## src/rtl/inst_seq.sv

```systemverilog
// Instruction sequencer: buffers a host-loaded program and replays it n_iter
// times into the PE control decoder, then waits out write-back and pulses done.
module inst_seq #(
  parameter int INST_WIDTH = 64,
  parameter int DEPTH      = 16,
  parameter int ADDR_W     = 4,
  parameter int ITER_W     = 8,
  parameter int DRAIN_CYC  = 5
) (
  input  logic                  clk,
  input  logic                  rst_n,
  input  logic                  ld_v,
  input  logic [INST_WIDTH-1:0] ld_inst,
  input  logic                  clear,
  input  logic                  start,
  input  logic [ITER_W-1:0]     n_iter,
  input  logic                  hold,
  output logic                  inst_v,
  output logic [INST_WIDTH-1:0] inst,
  output logic                  ld_full,
  output logic                  busy,
  output logic                  done
);

  localparam int CNT_W = $clog2(DRAIN_CYC + 1);

  typedef enum logic [1:0] {IDLE, RUN, DRAIN, DONE} state_t;

  state_t                  state_q, state_d;
  logic [ADDR_W:0]         count_q, count_d;
  logic [ADDR_W:0]         len_q, len_d;
  logic [ITER_W-1:0]       iters_q, iters_d;
  logic [ITER_W-1:0]       iter_q, iter_d;
  logic [ADDR_W-1:0]       pc_q, pc_d;
  logic [CNT_W-1:0]        cnt_q, cnt_d;
  logic                    inst_v_q, inst_v_d;
  logic [INST_WIDTH-1:0]   inst_q, inst_d;
  logic                    done_q, done_d;

  logic [INST_WIDTH-1:0]   mem [DEPTH];
  logic                    wr_en;
  logic                    last_pc;
  logic                    last_iter;

  assign ld_full   = (count_q == (ADDR_W+1)'(DEPTH));
  assign busy      = (state_q != IDLE);
  assign inst_v    = inst_v_q;
  assign inst      = inst_q;
  assign done      = done_q;
  assign last_pc   = ({1'b0, pc_q} == (len_q - (ADDR_W+1)'(1)));
  assign last_iter = (iter_q == (iters_q - ITER_W'(1)));

  always_comb begin
    state_d  = state_q;
    count_d  = count_q;
    len_d    = len_q;
    iters_d  = iters_q;
    iter_d   = iter_q;
    pc_d     = pc_q;
    cnt_d    = cnt_q;
    inst_v_d = 1'b0;
    inst_d   = '0;
    done_d   = 1'b0;
    wr_en    = 1'b0;

    case (state_q)
      IDLE: begin
        // An accepted start outranks clear and load; a start on an empty buffer is a no-op.
        if (start && (count_q != '0)) begin
          len_d   = count_q;
          iters_d = (n_iter == '0) ? ITER_W'(1) : n_iter;
          pc_d    = '0;
          iter_d  = '0;
          state_d = RUN;
        end else if (clear) begin
          count_d = '0;
        end else if (ld_v && !ld_full) begin
          wr_en   = 1'b1;
          count_d = count_q + (ADDR_W+1)'(1);
        end
      end
      RUN: begin
        if (!hold) begin
          inst_v_d = 1'b1;
          inst_d   = mem[pc_q];
          if (last_pc) begin
            pc_d = '0;
            if (last_iter) begin
              cnt_d   = '0;
              state_d = DRAIN;
            end else begin
              iter_d = iter_q + ITER_W'(1);
            end
          end else begin
            pc_d = pc_q + ADDR_W'(1);
          end
        end
      end
      DRAIN: begin
        if (cnt_q == CNT_W'(DRAIN_CYC - 1)) begin
          state_d = DONE;
        end else begin
          cnt_d = cnt_q + CNT_W'(1);
        end
      end
      DONE: begin
        done_d  = 1'b1;
        state_d = IDLE;
      end
      default: state_d = IDLE;
    endcase
  end

  always_ff @(posedge clk or negedge rst_n) begin
    if (!rst_n) begin
      state_q  <= IDLE;
      count_q  <= '0;
      len_q    <= '0;
      iters_q  <= '0;
      iter_q   <= '0;
      pc_q     <= '0;
      cnt_q    <= '0;
      inst_v_q <= 1'b0;
      inst_q   <= '0;
      done_q   <= 1'b0;
    end else begin
      state_q  <= state_d;
      count_q  <= count_d;
      len_q    <= len_d;
      iters_q  <= iters_d;
      iter_q   <= iter_d;
      pc_q     <= pc_d;
      cnt_q    <= cnt_d;
      inst_v_q <= inst_v_d;
      inst_q   <= inst_d;
      done_q   <= done_d;
    end
  end

  // Program storage is deliberately not reset so contents survive rst_n.
  always_ff @(posedge clk) begin
    if (wr_en) begin
      mem[count_q[ADDR_W-1:0]] <= ld_inst;
    end
  end

endmodule

```

## config.mk

```make
export PLATFORM = sky130hd
export DESIGN_NAME = inst_seq
export DESIGN_NICKNAME = d
export VERILOG_FILES = /design/src/rtl/inst_seq.sv
export SDC_FILE = /design/constraint.sdc
export NUM_CORES = 1
export LEC_CHECK = 0
export BUFFER_PORTS_ARGS = -buffer_cell sky130_fd_sc_hd__buf_4
export CORE_MARGIN = 8
export CORE_UTILIZATION = 28
export CTS_CLUSTER_DIAMETER = 60
export CTS_CLUSTER_SIZE = 14
export DETAILED_ROUTE_END_ITERATION = 7
export PLACE_DENSITY_LB_ADDON = 0.2
export SYNTH_ARGS = -nofsm -noshare
export SYNTH_HDL_FRONTEND = slang
export SYNTH_SLANG_ARGS = --single-unit
```

## constraint.sdc

```tcl
create_clock -name clk -period 9 [get_ports clk]
set_clock_uncertainty 0.05 [all_clocks]
set_input_delay 0.45 -clock clk [delete_from_list [all_inputs] [get_ports clk]]
set_output_delay 0.45 -clock clk [all_outputs]
set_load 0.01 [all_outputs]
```

# After elaboration in Yosys (flattened, before gate mapping)
# Memory sizes are Yosys's and may differ from the RTL's.
# Cells that the tools add are included.
# op_classes
n_mux,34
n_reduce_logical,16
eq_ne,14
n_addsub,6
bitwise_logic,1
# op_table
operator,n
$mux 64,2
$mux 8,5
$pmux 8 s2,1
$reduce_and 5->1,3
$ne 2x2->1 const B,7
$mux 3,4
$mux 4,3
$mux 2,5
$mux 5,2
$mux 1,9
$add 8x1->8 const B,1
$eq 8x8->1,1
$logic_not 8->1,1
$pmux 2 s4,1
$pmux 4 s2,1
$reduce_bool 2->1,4
$sub 8x1->8 const B,1
$pmux 3 s2,1
$reduce_and 3->1,2
$add 5x1->5 const B,1
$eq 4x5->1,1
$eq 5x5->1 const B,1
$reduce_bool 5->1,1
$sub 5x1->5 const B,1
other kinds (10),12
# totals
mem_bits_rw,1024
in_bits,78
output_inout_bits,68
regBits,101
memories,1
# memory_table
memory,depth,word_bits,rd,rd_ports_with_merged_regs,wr,line_no,source
mem,16,64,1,0,1,40,logic [INST_WIDTH-1:0] mem [DEPTH];

# Longest topological paths before layout
# Gate-level depths: netlist of the first run.
# depth
word_depth,9
mapped_depth,10
ltp_nobuf,8

# Least setup slack after synthesis of the first run
# Ideal clock, no wire load.
# synth_path
path_type,register to register
from,register count_q[0]
to,"memory mem[3][0], enable pin"
slack_ps,2058
path_stages_with_launch,8
t_required_ps,8386
period_less_slack_ps,6942
arrival_time_ps,6327
setup_ps,564
cell_sequence,dfrtp_1 -> inv_1 -> ha_1 -> nor4b_1 -> o21ai_1 -> nor3b_2 -> nand2_1 -> nor3_1
# synth_between
elab_chain_cells,9
word_cells_on_any_way,11
classes_between,1 x eq/ne; 6 x mux; 4 x reduce/logical
# synth_lines
element,line_no,source
from (decl),30,"logic [ADDR_W:0] count_q, count_d;"
from (signal assigned),128,count_q <= count_d;
$eq 5x5->1,45,assign ld_full = (count_q == (ADDR_W+1)'(DEPTH));
$logic_not 1->1,77,end else if (ld_v && !ld_full) begin
$logic_and 1x1->1,77,
$mux 1,77,
$mux 1,75,end else if (clear) begin
$mux 1,69,if (start && (count_q != '0)) begin
$mux 1,66,case (state_q)
$mux 1,142,if (wr_en) begin
$mux 1 (implied by the code),143,mem[count_q[ADDR_W-1:0]] <= ld_inst;
to (decl),40,
# Several ways; a longest one is shown, not always the timed one.

# Final worst setup path of the first run
# layout_path
from,register count_q[0]
to,"memory mem[7][63], enable pin"
# Same word-level chain as after synthesis.

==> results by group, run 1 <==
Yosys
  – Cell accounting for the most synthesized area: edfxtp_1
  – XOR/XNOR share of the synthesized area: less than 1%
  – Synth top area share: 71.69%
  – Syn_area_per_cell: 23.34 µm²
  – EDFF count, synth: approximately 1.0k
  – Netlist cell types: 63
  – Post-synthesis mux area share: 17.18%
  – Syn Std Cell Area: approximately 43000 µm²
  – Syn_nets: around 1.9k
  – Syn. warnings: 0
  – Main synth FF type: edfxtp_1
  – Compound-cell area share of the yosys netlist: 1.103%
  – Main area contributors after synthesis: edfxtp_1, mux4_2, dfrtp_1, and2_1, clkbuf_1
  – Synth Register Bits: about 1.1k
  – Post-synthesis instance total: ~1.8k
  – Post-synthesis adder-cell area fraction: less than 1%
  – Seq/Total Area, Yosys: 77.58%
  – Simple-gate share of the synthesized area: 2.290%
  – Largest family of logic cells by synthesized area: multiplexers
  – Asr flop ratio synth: under 10%

Power and ir drop
  – Total Power: 12.86 mW
  – Clock power frac: 35.0%
  – Sw frac: 26.22%
  – Static Leak: between 15 and 20 nW
  – P_sw: 3.370 mW
  – Pwr/cell area: approximately 250 nW/µm²
  – Combinational power share: between 10% and 20%
  – VDD IR max: 198.2 µV
  – Reg power frac: a little under half
  – Pint: approximately 9.5 mW

Clock network
  – Clk buf depth: 3
  – CTS tree: done
  – H-tree depth: 3
  – CTS Buf Count: around 110
  – Reg clk slew, reported paths: 0.06 ns
  – Worst skew pair latency: 0.73 ns
  – Post-CTS Resized: 0
  – CTS root buf: clkbuf_16
  – Num Clock Sinks: ~1.1k

Flow run
  – Max-cap viol count: 0

Drt
  – Avg Vias per Cell: ~4.6
  – Vias: slightly below 20k
  – Final wirelength: ~100 mm
  – First drt pass iteration count: 5
  – Detail Route Antenna Nets: 0
  – Initial DRC count: 1048
  – WL/cell: approximately 24 µm
  – Residual DRC count: 0

Final layout
  – Synth-to-Final Area Change: 18.37%
  – Final nets: 2198
  – Share of post-route cells with drive strength above 1: 31.60%
  – Final core utilization: around a third
  – Finished Cell Area: 50770 µm²

Die
  – CORE AREA: 152100 µm²
  – Num rows: roughly 140
  – Num ports: between 100 and 150
  – Initial core utilization: about 28%
  – Die Span X: 407.4 µm
  – Die ar.: about 170000 µm²
  – Die Ht: roughly 410 µm

Placement
  – Total placed instance area: roughly 47000 µm²
  – GP Congestion: approximately 0.70
  – HPWL after DPL: 57.41 mm
  – Port-buffer cells: between 100 and 150

Global routing
  – Vias in the first global route: 21.47k
  – GRT Overall Usage: 12.25%
  – Initial antenna violation count: 10
  – First-pass GRT wire length: roughly 150 mm
  – Largest net degree at the start of global routing: about 130
  – Total grt overflow: 0

Worst setup path
  – CP bufs+invs: 2
  – Setup Crit Path Kind: reg2reg
  – Critical-path cell list: inv_1 > ha_1 > nor4b_1 > o21ai_1 > nor3b_2 > nand2_1 > nor2_4 > buf_4
  – Reg2reg setup slack: between 4 and 5 ns
  – Worst Setup End Kind: flip-flop
  – Critical-path top delay cell: buf_4
  – Worst path arrival time: between 5 and 6 ns
  – Maximum fanout along the worst path: between 40 and 50
  – Worst Path Required: approximately 9.3 ns
  – Startpoint Class: flip-flop
  – Crit-path leading delay family: simple AND/OR/NAND/NOR gates
  – Worst path max stage delay: 0.86 ns

STA
  – Crit path time final: around 4.8 ns
  – Worst-Margin Slew: approximately 1.1 ns
  – Final hold viol count: 0
  – Fmax: ~210 MHz
  – Setup TNS: 0 ns
  – Pins Over Slew Limit: 0
  – Rel. slew slack: 23.73%
  – Setup-failing EPs final: 0
  – Unrepaired setup endpoints after global routing: no
  – Final Cycle Share: a little over half

Hold path
  – Worst Hold Class: in2reg

Run status
  – Status: finished clean
[cells by family (layout without fill, tap and decap cells)]
| logic type | count (synthesis) | in the layout |
|---|---|---|
| fa+ha+maj | 14 | 14 |
| buf+inv | 112 | 467 |
| mux | 335 | 335 |
| xor+xnor | 16 | 16 |
| other cells | 0 | 4 |
| compound gates | 58 | 58 |
| simple gates | 178 | 178 |
| flops | 1125 | 1125 |
[flip-flops by register name, indices dropped and copies added, names as in the netlist]
register  cells
done          1
state_q       2
pc_q          4
inst         64
cnt_q         3
iters_q       8
mem        1024
inst_v        1
len_q         5
count_q       5
iter_q        8
[path summary, 6_finish.rpt]
check	from	end	depth (start not counted)
worst max-delay path	count_q[0]	mem[7][63]	8
worst min-delay path	clear	count_q[0]	4
worst max register to register	count_q[0]	mem[7][63]	8
worst min register to register	iters_q[7]	iters_q[7]	1
max in group asynchronous	rst_n	pc_q[2]	3
min in group asynchronous	rst_n	inst[11]	2
[cell usage in the layout, fill, tap and decap left out, types with 5 or more instances in the layout]
| cell type | count |
|---|---|
| nand3_1 | 15 |
| nor2_1 | 13 |
| buf_4 | 174 |
| nand2_1 | 31 |
| nor3_1 | 7 |
| clkbuf_16 | 106 |
| inv_1 | 21 |
| nor3_2 | 5 |
| clkinv_2 | 10 |
| nor2_4 | 12 |
| clkinvlp_4 | 7 |
| mux2_2 | 8 |
| mux4_2 | 320 |
| xnor2_1 | 13 |
| ha_1 | 14 |
| edfxtp_1 | 1024 |
| and2_1 | 65 |
| dfrtp_1 | 97 |
| clkinv_8 | 6 |
| o21ai_0 | 17 |
| clkbuf_1 | 40 |
| nand2b_1 | 10 |
| mux2i_1 | 7 |
| bufinv_16 | 7 |
| dlygate4sd3_1 | 73 |
[layout make-up]
| cell class | count | area [µm²] |
|---|---|---|
| Sequential cell | 1125 | 33290 |
| Tap cell | 2030 | 2540 |
| Inverter | 22 | 83.83 |
| Multi-Input combinational cell | 601 | 9266 |
| Antenna cell | 4 | 10.01 |
| Timing Repair Buffer | 250 | 2088 |
| Fill cell | 14320 | 101300 |
| Clock inverter | 46 | 645.6 |
| Clock buffer | 149 | 2844 |
[cells in the mapped netlist, drive strengths merged, types with 3 or more instances]
| library cell | count |
|---|---|
| o21ai | 18 |
| nand3 | 15 |
| and2 | 65 |
| xnor2 | 13 |
| mux2 | 8 |
| mux2i | 7 |
| a211oi | 7 |
| nand2b | 10 |
| nor3 | 12 |
| nand2 | 32 |
| ha | 14 |
| edfxtp | 1024 |
| dfrtp | 101 |
| buf | 38 |
| nor2 | 25 |
| a22o | 4 |
| and3 | 3 |
| nor3b | 3 |
| clkbuf | 52 |
| a21oi | 3 |
| inv | 22 |
| mux4 | 320 |
[worst min-delay path, cell delays in order]
cell and delay (ns):
buf_4 0.10, nor3b_2 0.09, nor2_1 0.10, nor2_1 0.05
[per-layer routing]
| metal | global-route usage (%) | vias to the layer above | wire length (µm) |
|---|---|---|---|
| met4 | 2.716 | 4 | 1921 |
| met5 | 0 | - | 26 |
| met1 | 16.59 | 10813 | 46500 |
| met3 | 2.597 | 134 | 4318 |
| met2 | 20.35 | 331 | 50570 |
| li1 | - | 8266 | - |
[power groups by stage]
stage / Clock [mW] / Sequential (mW) / Combinational (mW)
floorplan: 0 / 6.07 / 1.63
global placement: 0 / 6.16 / 2.33
detailed placement: 0 / 6.17 / 2.35
CTS: 4.66 / 6.06 / 2.39
global route: 4.83 / 6.07 / 2.51
finish: 4.50 / 6.05 / 2.31
[metrics by stage]
step	hold slack, ns	instances	setup slack, ns
after CTS	0.002845	4223	4.184
final	0.07783	4227	4.244
after detailed placement	0.4717	3955	4.214
after global placement	0.4569	3955	4.144
after global routing	0.05691	4223	3.953
after floorplan	0.1044	1838	2.058
[timing repair]
| action | 4_1_cts | 5_1_grt |
|---|---|---|
| hold buffers | 73 | 0 |
| endpoints found under the hold margin | 1088 | 0 |
| buffers inserted | 0 | 0 |
No activity file was read; power rests on OpenSTA's default activity.
==> inputs of run 2 (changes only) <==
clock period = 4.15 ns   (was 9 ns; I/O delays follow)
==> results by group, run 2 (synthesis results as in run 1) <==
Die
  – Initial core utilization: 28.20% (unchanged)
  – Die Ht: 407.4 µm (unchanged)
  – Num rows: 143 (unchanged)
  – Die ar.: 166000 µm² (unchanged)
  – Die Span X: 407.4 µm (unchanged)
  – Num ports: 146 (unchanged)
  – CORE AREA: 152100 µm² (unchanged)

STA
  – Crit path time final: 3.689 ns (-1.067 ns)
  – Min Hold Slack: 0.04560 ns (-0.03223 ns)
  – Final hold viol count: 0 (unchanged)
  – Worst-Margin Slew: 1.095 ns (-0.04886 ns)
  – Final Cycle Share: 88.90% (+36 points)
  – Fmax: 271.1 MHz (+29%)
  – Rel. slew slack: 26.98% (+3.3 points)
  – Unrepaired setup endpoints after global routing: no
  – Setup-failing EPs final: 0 (unchanged)
  – Pins Over Slew Limit: 0 (unchanged)

Power and ir drop
  – Combinational power share: 18.7% (+0.7 points)
  – Static Leak: 16.16 nW (+1.6%)
  – Reg power frac: 46.3% (-0.7 points)
  – Pint: 20.85 mW (+120%)
  – Sw frac: 25.92% (-0.29 points)
  – Clock power frac: 35.0% (about the same)
  – Pwr/cell area: 547.4 nW/µm² (+120%)
  – P_sw: 7.295 mW (+120%)
  – VDD IR max: 315.4 µV (+59%)

Clock network
  – Reg clk slew, reported paths: 0.07 ns (about the same)
  – Worst skew pair latency: 0.73 ns (about the same)
  – Post-CTS Setup Inserts: 0 (unchanged)
  – CTS Buf Count: 105 (-0.94%)
  – CTS tree: done
  – Clk buf depth: 3 (unchanged)
  – Num Clock Sinks: 1125 (unchanged)
  – H-tree depth: 3 (unchanged)
  – CTS root buf: clkbuf_16

Global routing
  – Total grt overflow: 0 (unchanged)
  – First-pass GRT wire length: 155.0 mm (+1.2%)
  – Vias in the first global route: 21.61k (+0.64%)
  – Largest net degree at the start of global routing: 57 (-55%)
  – GRT Overall Usage: 12.57% (+0.32 points)
  – Initial antenna violation count: 12 (+2)

Drt
  – Residual DRC count: 0 (unchanged)
  – Detail Route Antenna Nets: 0 (unchanged)
  – First drt pass iteration count: 5 (unchanged)
  – Final wirelength: 105.9 mm (+2.5%)
  – Avg Vias per Cell: 4.592 (-0.71%)
  – WL/cell: 24.88 µm (+1.8%)
  – Initial DRC count: 1747 (+67%)
  – Vias: 19.55k (+0.020%)

Placement
  – Total placed instance area: 47100 µm² (+1.2%)
  – Port-buffer cells: 145 (unchanged)
  – GP Congestion: 0.7364 (+4.9%)
  – Post-Place Cells: 3980 (+0.63%)
  – HPWL after DPL: 60.15 mm (+4.8%)

Final layout
  – Synth-to-Final Area Change: 19.85%
  – Finished Cell Area: 51400 µm² (+1.2%)
  – Final nets: 2224 (+1.2%)
  – Non-filler instance count after layout: 4258 (+0.73%)
  – Number of fill cells: 14.26k (-0.41%)
  – Max FFs per register: 1024 (unchanged)
  – Most frequent cells in the layout: edfxtp_1, mux4_2, buf_4
  – Share of post-route cells with drive strength above 1: 32.27% (+0.67 points)
  – Most common library cell in the layout ignoring fill and taps: edfxtp_1

Worst setup path
  – Crit-path leading delay family: simple AND/OR/NAND/NOR gates
  – RR Endpoint: mem[3][30]
  – Critical-path cell list: inv_1 > ha_1 > nor4b_2 > o21ai_1 > nor3b_2 > nand2_1 > nor3_4 > buf_12
  – RR Startpoint: count_q[0]
  – Setup Crit Path Kind: reg2reg
  – Worst path arrival time: 4.02 ns (-1.01 ns)
  – Worst path max stage delay: 0.57 ns (-0.29 ns)
  – Worst Path Required: 4.48 ns (-4.80 ns)
  – Worst reg-to-reg path cell count: 8 (unchanged)
  – Maximum fanout along the worst path: 42 (-14%)
  – Critical-path top delay cell: nor3b_2
  – Reg2reg setup slack: 0.46 ns (-3.78 ns)
  – Worst path depth: 8 (unchanged)
  – Worst setup path endpoint: mem[3][30]
  – Setup crit start: count_q[0]
  – Startpoint Class: flip-flop
  – CP bufs+invs: 2 (unchanged)
  – Worst Setup End Kind: flip-flop

Flow run
  – Max-cap viol count: 0 (unchanged)

Hold path
  – Worst Hold Class: in2async

Run status
  – Status: finished clean
-- run 2: changes by cell type in the layout (fill, tap and decap cells not counted), sizes merged --
cell	before	now
clkinvlp	7	3
clkbuf	149	162
clkinv	26	18
buf	177	202
diode	4	3
dlygate4sd3	73	75
inv	28	32
-- run 2: metrics by stage --
step / utilization [%] / worst slack, ns / TNS [ns] / power (mW)
after global routing: 33.80 / 0.2286 / 0 / 29.37
final: 33.80 / 0.4607 / 0 / 28.14
after detailed placement: 30.97 / 0.3070 / 0 / 18.62
after CTS: 33.79 / 0.2000 / 0 / 28.68
after global placement: 30.97 / 0.3461 / 0 / 18.57
after floorplan: - / -1.046 / -508.93 / 16.68
-- run 2: worst reg2reg max path, delay by kind of cell, from the launching register on --
kind                     cells  cell delay, ns
AND/OR/NAND/NOR              4            1.81
buffers and inverters        2            0.51
flip-flops                   1            0.45
adder cells (fa/ha/maj)      1            0.26
AO/OA/AOI/OAI                1            0.25
-- run 2: worst min-delay path by stage --
| stage | startpoint | end | slack (ns) | cells past startpoint |
|---|---|---|---|---|
| floorplan | rst_n | cnt_q[0] | -0.14 | 0 |
| global placement | rst_n | inst[7] | 0.22 | 1 |
| detailed placement | rst_n | inst[7] | 0.22 | 1 |
| CTS | rst_n | inst[49] | 0.02 | 2 |
| global route | rst_n | inst[7] | 0.09 | 2 |
| finish | rst_n | inst[7] | 0.05 | 2 |
-- run 2: layout make-up --
type / instances / area (µm²) / share of cell area, %
Multi-Input combinational cell: 601 / 9291 / 18.08
Clock inverter: 38 / 551.8 / 1.073
Tap cell: 2030 / 2540 / 4.941
Inverter: 22 / 82.58 / 0.1606
Antenna cell: 3 / 7.507 / 0.01460
Clock buffer: 162 / 2993 / 5.822
Sequential cell: 1125 / 33290 / 64.76
Timing Repair Buffer: 277 / 2646 / 5.148
-- run 2: power groups by stage --
| stage | Clock, mW | Sequential (mW) | Combinational (mW) |
|---|---|---|---|
| after floorplan | 0 | 13.2 | 3.53 |
| after global placement | 0 | 13.3 | 5.28 |
| after detailed placement | 0 | 13.3 | 5.33 |
| after CTS | 10.2 | 13.1 | 5.42 |
| after global routing | 10.6 | 13.1 | 5.70 |
| final | 9.84 | 13.0 | 5.26 |
-- run 2: repair_timing --
item                                    4_1_cts  5_1_grt
endpoints found under the setup margin        0      163
hold endpoints to repair                   1088        0
resized for setup                             0        1
hold buffers                                 75        0
-- run 2: metal layers --
layer | vias up | global-route usage (%) | share of wire [%]
met2 | 419 | 20.79 | 49
met4 | 6 | 3.193 | 1.9
met5 | - | 0 | 0.035
met1 | 10666 | 17.17 | 45
li1 | 8322 | - | -
met3 | 139 | 2.289 | 4.4
